### src/rtl/alu_pkg.sv
// Shared ALU definitions: op-code width and op-code values used by the ALU
// and by every block that drives it.
package alu_pkg;
   localparam int ALU_OP_W = 3;

   localparam logic [ALU_OP_W-1:0] ALU_ADD  = 3'd0;
   localparam logic [ALU_OP_W-1:0] ALU_AND  = 3'd1;
   localparam logic [ALU_OP_W-1:0] ALU_OR   = 3'd2;
   localparam logic [ALU_OP_W-1:0] ALU_XOR  = 3'd3;
   localparam logic [ALU_OP_W-1:0] ALU_SLT  = 3'd4;
   localparam logic [ALU_OP_W-1:0] ALU_SLTU = 3'd5;
endpackage

### src/rtl/alu.sv
// Combinational ALU: add, bitwise logic and signed/unsigned set-less-than.
// Undefined op codes yield zero, which also raises the zero flag.
module alu
   import alu_pkg::*;
#(
   parameter int DATA_W = 32,
   parameter int OP_W   = ALU_OP_W
) (
   input  logic [DATA_W-1:0] a,
   input  logic [DATA_W-1:0] b,
   input  logic [OP_W-1:0]   op,
   output logic [DATA_W-1:0] eval,
   output logic              zero
);
   logic signed [DATA_W-1:0] a_s;
   logic signed [DATA_W-1:0] b_s;
   logic                     lt_s;
   logic                     lt_u;

   assign a_s  = a;
   assign b_s  = b;
   assign lt_s = a_s < b_s;
   assign lt_u = a < b;

   always_comb begin
      eval = '0;
      case (op)
         OP_W'(ALU_ADD):  eval = a + b;
         OP_W'(ALU_AND):  eval = a & b;
         OP_W'(ALU_OR):   eval = a | b;
         OP_W'(ALU_XOR):  eval = a ^ b;
         OP_W'(ALU_SLT):  eval = {{(DATA_W-1){1'b0}}, lt_s};
         OP_W'(ALU_SLTU): eval = {{(DATA_W-1){1'b0}}, lt_u};
         default:         eval = '0;
      endcase
   end

   assign zero = (eval == '0);
endmodule

### src/rtl/alu_arbiter.sv
// Two-port round-robin front end for a single shared ALU. The result sits in
// one registered slot until its owner accepts it; a drain and a new accept may
// share a cycle, so back-to-back operations run at one per cycle.
module alu_arbiter
   import alu_pkg::*;
#(
   parameter int DATA_W = 32,
   parameter int OP_W   = ALU_OP_W
) (
   input  logic              clk,
   input  logic              rst,
   input  logic [1:0]        req_valid,
   output logic [1:0]        req_ready,
   input  logic [DATA_W-1:0] req_a0,
   input  logic [DATA_W-1:0] req_b0,
   input  logic [DATA_W-1:0] req_a1,
   input  logic [DATA_W-1:0] req_b1,
   input  logic [OP_W-1:0]   req_op0,
   input  logic [OP_W-1:0]   req_op1,
   output logic [1:0]        rsp_valid,
   input  logic [1:0]        rsp_ready,
   output logic [DATA_W-1:0] rsp_eval,
   output logic              rsp_zero
);
   logic              slot_full;
   logic              slot_owner;
   logic              last_grant;
   logic              any_req;
   logic              grant_sel;
   logic              free;
   logic              accept;
   logic              drain;
   logic [DATA_W-1:0] alu_a;
   logic [DATA_W-1:0] alu_b;
   logic [OP_W-1:0]   alu_op;
   logic [DATA_W-1:0] alu_eval;
   logic              alu_zero;

   assign rsp_valid = {slot_full & slot_owner, slot_full & ~slot_owner};
   assign drain     = rsp_valid[slot_owner] & rsp_ready[slot_owner];
   assign free      = ~slot_full | drain;

   // With a lone requester grant_sel follows req_valid[1]; with none it is 0,
   // which also parks the ALU on port 0 operands.
   assign any_req   = |req_valid;
   assign grant_sel = (&req_valid) ? ~last_grant : req_valid[1];

   assign req_ready = (~rst & free & any_req) ? {grant_sel, ~grant_sel} : 2'b00;
   assign accept    = |(req_valid & req_ready);

   assign alu_a  = grant_sel ? req_a1  : req_a0;
   assign alu_b  = grant_sel ? req_b1  : req_b0;
   assign alu_op = grant_sel ? req_op1 : req_op0;

   alu #(
      .DATA_W (DATA_W),
      .OP_W   (OP_W)
   ) u_alu (
      .a    (alu_a),
      .b    (alu_b),
      .op   (alu_op),
      .eval (alu_eval),
      .zero (alu_zero)
   );

   // Result slot and round-robin pointer
   always_ff @(posedge clk) begin
      if (rst) begin
         slot_full  <= 1'b0;
         slot_owner <= 1'b0;
         last_grant <= 1'b1;
         rsp_eval   <= '0;
         rsp_zero   <= 1'b0;
      end else if (accept) begin
         slot_full  <= 1'b1;
         slot_owner <= grant_sel;
         last_grant <= grant_sel;
         rsp_eval   <= alu_eval;
         rsp_zero   <= alu_zero;
      end else if (drain) begin
         slot_full  <= 1'b0;
      end
   end
endmodule

### config.mk
export PLATFORM = sky130hd
export DESIGN_NAME = alu_arbiter
export DESIGN_NICKNAME = d
export VERILOG_FILES = /design/src/rtl/alu_pkg.sv /design/src/rtl/alu.sv /design/src/rtl/alu_arbiter.sv
export SDC_FILE = /design/constraint.sdc
export NUM_CORES = 1
export LEC_CHECK = 0
export BUFFER_PORTS_ARGS = -buffer_cell sky130_fd_sc_hd__buf_2
export CAP_MARGIN = 20
export CORE_MARGIN = 2
export CORE_UTILIZATION = 55
export DETAILED_ROUTE_END_ITERATION = 10
export GPL_TIMING_DRIVEN = 1
export PLACE_DENSITY = 0.8
export SYNTH_ARGS = -nofsm -noshare
export SYNTH_HDL_FRONTEND = slang
export SYNTH_HIERARCHICAL = 1
export SYNTH_SLANG_ARGS = --single-unit
### constraint.sdc
create_clock -name clk -period 5.2 [get_ports clk]
set_clock_uncertainty 0.05 [all_clocks]
set_input_delay 0 -clock clk [delete_from_list [all_inputs] [get_ports clk]]
set_output_delay 0 -clock clk [all_outputs]
set_load 0.02 [all_outputs]
# After elaboration in Yosys (flattened, before gate mapping)
# Index checks and enable logic that the tools add are counted.
dict set report totals {
  regBits 36
  input_bits 140
  output_inout_bits 37
  wordCells 47
}
dict set report op_classes {
  add_sub_neg 1
  order_cmp 3
  n_eq_ne 5
  mux 12
  n_bitwise 15
  n_reduce_logical 6
}
# cell count
set ops {}
lappend ops {{$pmux 32 s6} 1}
lappend ops {{$lt 32x32->1} 2}
lappend ops {{$mux 32} 2}
lappend ops {{$add 32x32->32} 1}
lappend ops {{$and 32x32->32} 1}
lappend ops {{$logic_not 32->1} 1}
lappend ops {{$or 32x32->32} 1}
lappend ops {{$xor 32x32->32} 1}
lappend ops {{$mux 1} 7}
lappend ops {{$eq 3x2->1 const B} 2}
lappend ops {{$eq 3x3->1 const B} 2}
lappend ops {{$and 1x1->1} 5}
lappend ops {{$not 1->1} 5}
lappend ops {{$reduce_or 2->1} 2}
lappend ops {{$eq 3x1->1 const B} 1}
lappend ops {{$logic_not 3->1} 1}
lappend ops {{$mux 3} 1}
lappend ops {{$and 2x2->2} 1}
lappend ops {{$lt 1x2->1 const B} 1}
lappend ops {{$mux 2} 1}
lappend ops {{$reduce_and 2->1} 1}
lappend ops {{$reduce_bool 2->1} 1}
lappend ops {{$or 1x1->1} 1}

# Depth between registers and ports, before layout
dict set report logic_depth {
  ltp_word 12
  mapped_depth 17
  ltp_nobuf 16
}

# By module
# Netlist, hierarchy kept.
# module instances cells_per_inst area_each_um2 seq_area_each_um2
set modules_own_cells {}
lappend modules_own_cells {alu 1 650 4451.8 0.0}
lappend modules_own_cells {alu_arbiter 1 170 2048.2 720.7}

# Least setup slack after synthesis
# Ideal clock, no wire load.
dict set report synth_path {
  path_type {flip-flop to flip-flop}
  start {register last_grant}
  end {register rsp_zero}
  setup_ns 0.057
  t_arrival_ns 3.890
  required_ns 5.093
  slack_ns 1.202
  path_stages_with_launch 18
  n_path_buf 1
  period_less_slack_ns 3.998
  path_cell_list {dfxtp_1 > a21boi_1 > buf_2 > mux2_2 > ha_1 > inv_1 > fa_1 > nor2b_1 > o2111ai_2 > a21oi_1 > o311ai_2 > a31oi_1 > and3_1 > nor4_1 > o32ai_1 > or4b_1 > nor4_2 > a22o_2}
}
dict set report synth_via {
  elab_chain_cells 6
  word_cells_on_any_way 23
  classes_between {add/sub: 1; order compare: 2; eq/ne: 5; mux: 6; bitwise: 6; reduce/logical: 3}
}
# item line
set synth_lines {}
lappend synth_lines {{from (decl)} alu_arbiter.sv:27} ;# logic last_grant;
lappend synth_lines {{from (signal assigned)} alu_arbiter.sv:77} ;# last_grant <= grant_sel;
lappend synth_lines {{$not 1->1} alu_arbiter.sv:46} ;# assign grant_sel = (&req_valid) ? ~last_grant : req_valid[1];
lappend synth_lines {{$mux 1} alu_arbiter.sv:46}
lappend synth_lines {{$mux 32} alu_arbiter.sv:51} ;# assign alu_a = grant_sel ? req_a1 : req_a0;
lappend synth_lines {{via alu_a[0]} alu_arbiter.sv:33} ;# logic [DATA_W-1:0] alu_a;
lappend synth_lines {{$add 32x32->32} alu.sv:28} ;# OP_W'(ALU_ADD): eval = a + b;
lappend synth_lines {{$pmux 32 s6} alu.sv:27} ;# case (op)
lappend synth_lines {{via alu_eval[30]} alu_arbiter.sv:36} ;# logic [DATA_W-1:0] alu_eval;
lappend synth_lines {{$logic_not 32->1} alu.sv:38} ;# assign zero = (eval == '0);
lappend synth_lines {{via alu_zero} alu_arbiter.sv:37} ;# logic alu_zero;
lappend synth_lines {{to (signal assigned)} alu_arbiter.sv:79} ;# rsp_zero <= alu_zero;
lappend synth_lines {{to (decl)} alu_arbiter.sv:23} ;# output logic rsp_zero
# The timed path passes the listed nets, and every way through them passes these cells.
# A chain may end at the register's enable or synchronous reset.

# Final worst setup path
dict set report layout_path {
  start {register last_grant}
  end {register rsp_zero}
}
dict set report layout_via {
  elab_chain_cells 6
  word_cells_on_any_way 23
  classes_between {add/sub: 1; order compare: 2; eq/ne: 5; mux: 6; bitwise: 6; reduce/logical: 3}
}
# item line
set layout_lines {}
lappend layout_lines {{$not 1->1 *} alu_arbiter.sv:46}
lappend layout_lines {{$mux 1 *} alu_arbiter.sv:46}
lappend layout_lines {{$mux 32 *} alu_arbiter.sv:52} ;# assign alu_b = grant_sel ? req_b1 : req_b0;
lappend layout_lines {{via alu_b[14]} alu_arbiter.sv:34} ;# logic [DATA_W-1:0] alu_b;
lappend layout_lines {{$lt 32x32->1, on equally long branches} {alu.sv:23, alu.sv:22}}
lappend layout_lines {{$pmux 32 s6 *} alu.sv:27}
lappend layout_lines {{via alu_eval[0]} alu_arbiter.sv:36}
lappend layout_lines {{$logic_not 32->1 *} alu.sv:38}
lappend layout_lines {{via alu_zero} alu_arbiter.sv:37}
# Mark *: on every way through the listed nets, which the timed path passes. The rest lies on a longest branch.

==> flow_metrics.tcl <==
set metrics [dict create \
    place_area_um2 7380 \
    cts_buffer_depth 2 \
    critPathMaxStageDelay_ns 0.53 \
    drive_gt1_share_pct 34.7 \
    finalCriticalPeriod_ns 4.55 \
    final_nets 1196 \
    stdcell_area_um2 7560 \
    maxCapViolCount 0 \
    syn_nets 1057 \
    drtIter0Drc 438 \
    cts.sinks 36 \
    dp_hpwl_mm 13.9 \
    power_density_nw_per_um2 236 \
    rsz0062_at_grt "false" \
    cts_made_buffers 5 \
    syn_to_final_growth_pct 16.3 \
    wl_per_cell_um 16.5 \
    fmax_ghz 0.220 \
    overflow 0 \
    drtAntennaViolNets 0 \
    cts_resized 0 \
    grt_pass1_wl_mm 29.2 \
    initial_core_util_pct 56.7 \
    drtPass1Iterations 5 \
    ctsHoldBuffers 1 \
    hold_path.startpoint "req_valid[1]" \
    fin_tns_setup_ns 0 \
    htreeDepth 2 \
    combPwrFrac_pct 62.0 \
    grt_max_degree 43 \
    cp_common_cell "nor4_1" \
    tightest_slew_ns 0.882 \
    maxSlewViolCount 0 \
    arrival_ns 4.73 \
    clockPowerShare_pct 19.9 \
    path_clk_slew_ns 0.06 \
    die_h_um 113 \
    diodes 0 \
    placementRows 39 \
    r2r-start "last_grant" \
    cpMaxStageDelayCell "or4b_1" \
    worst_setup_path_start_kind "flip-flop" \
    drc 0 \
    ys_ff_latch 36 \
    grt_pass1_vias 6140 \
    track_usage_pct 27.5 \
    p_leak_nw 3.76 \
    tritoncts "built" \
    critPathTopFamily "compound AO/OA/AOI/OAI gates" \
    worstPathMaxFanout 42 \
    hold_viol_final 0 \
    outcome "finished, final reports clean" \
    vias_per_cell 6.02 \
    die-area_um2 12700 \
    final-setup-viol-count 0 \
    p_switching_uw 793 \
    synth_cell_type_count 81 \
    synthCells 820 \
    antenna_found_initial 0 \
    port_buffers 176 \
    async_reset_ff_share_pct 0 \
    avgSynthCellArea_um2 7.93 \
    cp_num_buf_inv 2 \
    yosysSeqAreaShare_pct 11.1 \
    vdd_drop_max_v 0.000152 \
    totalWireLength_mm 18.2 \
    worstSkewPairLatency_ns 0.28 \
    seqPwrFrac_pct 18.1 \
    min_path_type "input port to flip-flop" \
    root_buffer "clkbuf_16" \
    synth-edff-count 0 \
    worst-setup-path-type "flip-flop to flip-flop" \
    synthFlopType "dfxtp_1" \
    vias 6636 \
    fin_crit_sh_pct 87.6 \
    die_x_um 113 \
    cts_setup_buffers 0 \
    internal-power_uw 990 \
    maxSlewHeadroom_pct 41.0 \
    io_pins 177 \
    worstPathRequired_ns 5.38 \
    startpoint "last_grant" \
    cp_cell_sequence "a21boi_4 > buf_12 > mux2_2 > inv_1 > ha_1 > nor4_1 > nand3_1 > a211oi_1 > nor4_1 > o21ai_1 > a221o_1 > o32ai_1 > a211o_1 > or4b_1 > nor4_2 > a22o_2" \
    coreArea_um2 11500 \
    yosysWarnings 6 \
    gp_congestion 0.951 \
    end_kind "flip-flop" \
    syn_area_um2 6500 \
    switching_share_pct 44.5 \
]
[power groups by stage]
| stage | Clock (mW) | Combinational (mW) | Sequential [mW] |
|---|---|---|---|
| after floorplan | 0 | 0.786 | 0.358 |
| after global placement | 0 | 1.07 | 0.328 |
| after detailed placement | 0 | 1.08 | 0.329 |
| after CTS | 0.356 | 1.09 | 0.323 |
| after global routing | 0.367 | 1.20 | 0.326 |
| final | 0.354 | 1.11 | 0.324 |
[final cells by class]
type,count,area (µm²)
fill,990,3910
multi-input combinational,641,5180
inverter,88,330
sequential,36,721
timing repair buffer,187,978
clock inverter,3,42.5
clock buffer,5,125
tap,143,179
[worst register-to-register path: cells and delay by family, from the launching register on]
kind            cells  cell delay, ns
buf+inv             2            0.31
simple gates        5            1.47
mux                 1            0.40
fa+ha+maj           1            0.36
flops               1            0.37
compound gates      7            1.56
[metal layers]
layer  wire, µm  vias to the layer above  GRT usage [%]
li1           -                     3218              -
met1       7510                     2993           35.0
met2       8540                      364           47.7
met3       1480                       61           3.16
met4        650                        0           10.4
met5          0                        -              0
[path summary, 6_finish.rpt]
check / to / cells past startpoint / slack [ns]
setup reg to reg: rsp_zero / 16 / 0.65
hold reg to reg: rsp_eval[10] / 1 / 0.42
hold / removal: slot_full / 3 / 0.07
setup / recovery: rsp_zero / 16 / 0.65
[sequential cells by signal, summed over array words and instances (netlist names)]
signal and cells:
rsp_zero 1, rsp_eval 32, last_grant 1, slot_full 1, slot_owner 1
[layout by cell type, fill, tap and decap left out, types with 14 or more instances in the layout]
cell type	instances
buf_2	176
ha_1	96
inv_1	87
mux2_2	85
nor2_1	67
a21oi_1	60
nand2_1	40
dfxtp_1	36
a22o_2	33
o21ai_0	27
nor3_1	14
[stage by stage]
stage               hold slack [ns]  power, mW  cells  util, %  worst slack (ns)
finish                       0.0702       1.78   1103     65.9             0.646
global route                  0.106       1.90   1103     65.9             0.433
CTS                          0.0685       1.76   1103     65.9             0.647
detailed placement            0.234       1.41   1094     64.4             0.666
global placement              0.229       1.40   1094     64.4             0.713
floorplan                    0.0191       1.14    820        -              1.20
[Yosys cell counts, types with 14 or more instances]
master / instances / area, µm²
buf_2: 23 / 115
ha_1: 96 / 1200
dfxtp_1: 36 / 721
mux2_2: 85 / 957
nor3_1: 14 / 70.1
inv_1: 87 / 327
o21ai_0: 27 / 135
a22o_2: 33 / 330
a21oi_1: 60 / 300
nand2_1: 40 / 150
nor2_1: 67 / 251
clkbuf_1: 21 / 78.8
[kinds of logic (layout without fill, tap and decap cells)]
| logic type | Yosys count | after routing | share of synthesized area [%] |
|---|---|---|---|
| AO/OA/AOI/OAI | 230 | 230 | 26.0 |
| XOR/XNOR | 18 | 18 | 2.43 |
| AND/OR/NAND/NOR | 199 | 199 | 15.4 |
| adder cells (fa/ha/maj) | 97 | 97 | 18.8 |
| multiplexers | 97 | 97 | 17.0 |
| flip-flops | 36 | 36 | 11.1 |
| buffers and inverters | 143 | 283 | 9.34 |
Power figures use the tool's default switching activity.
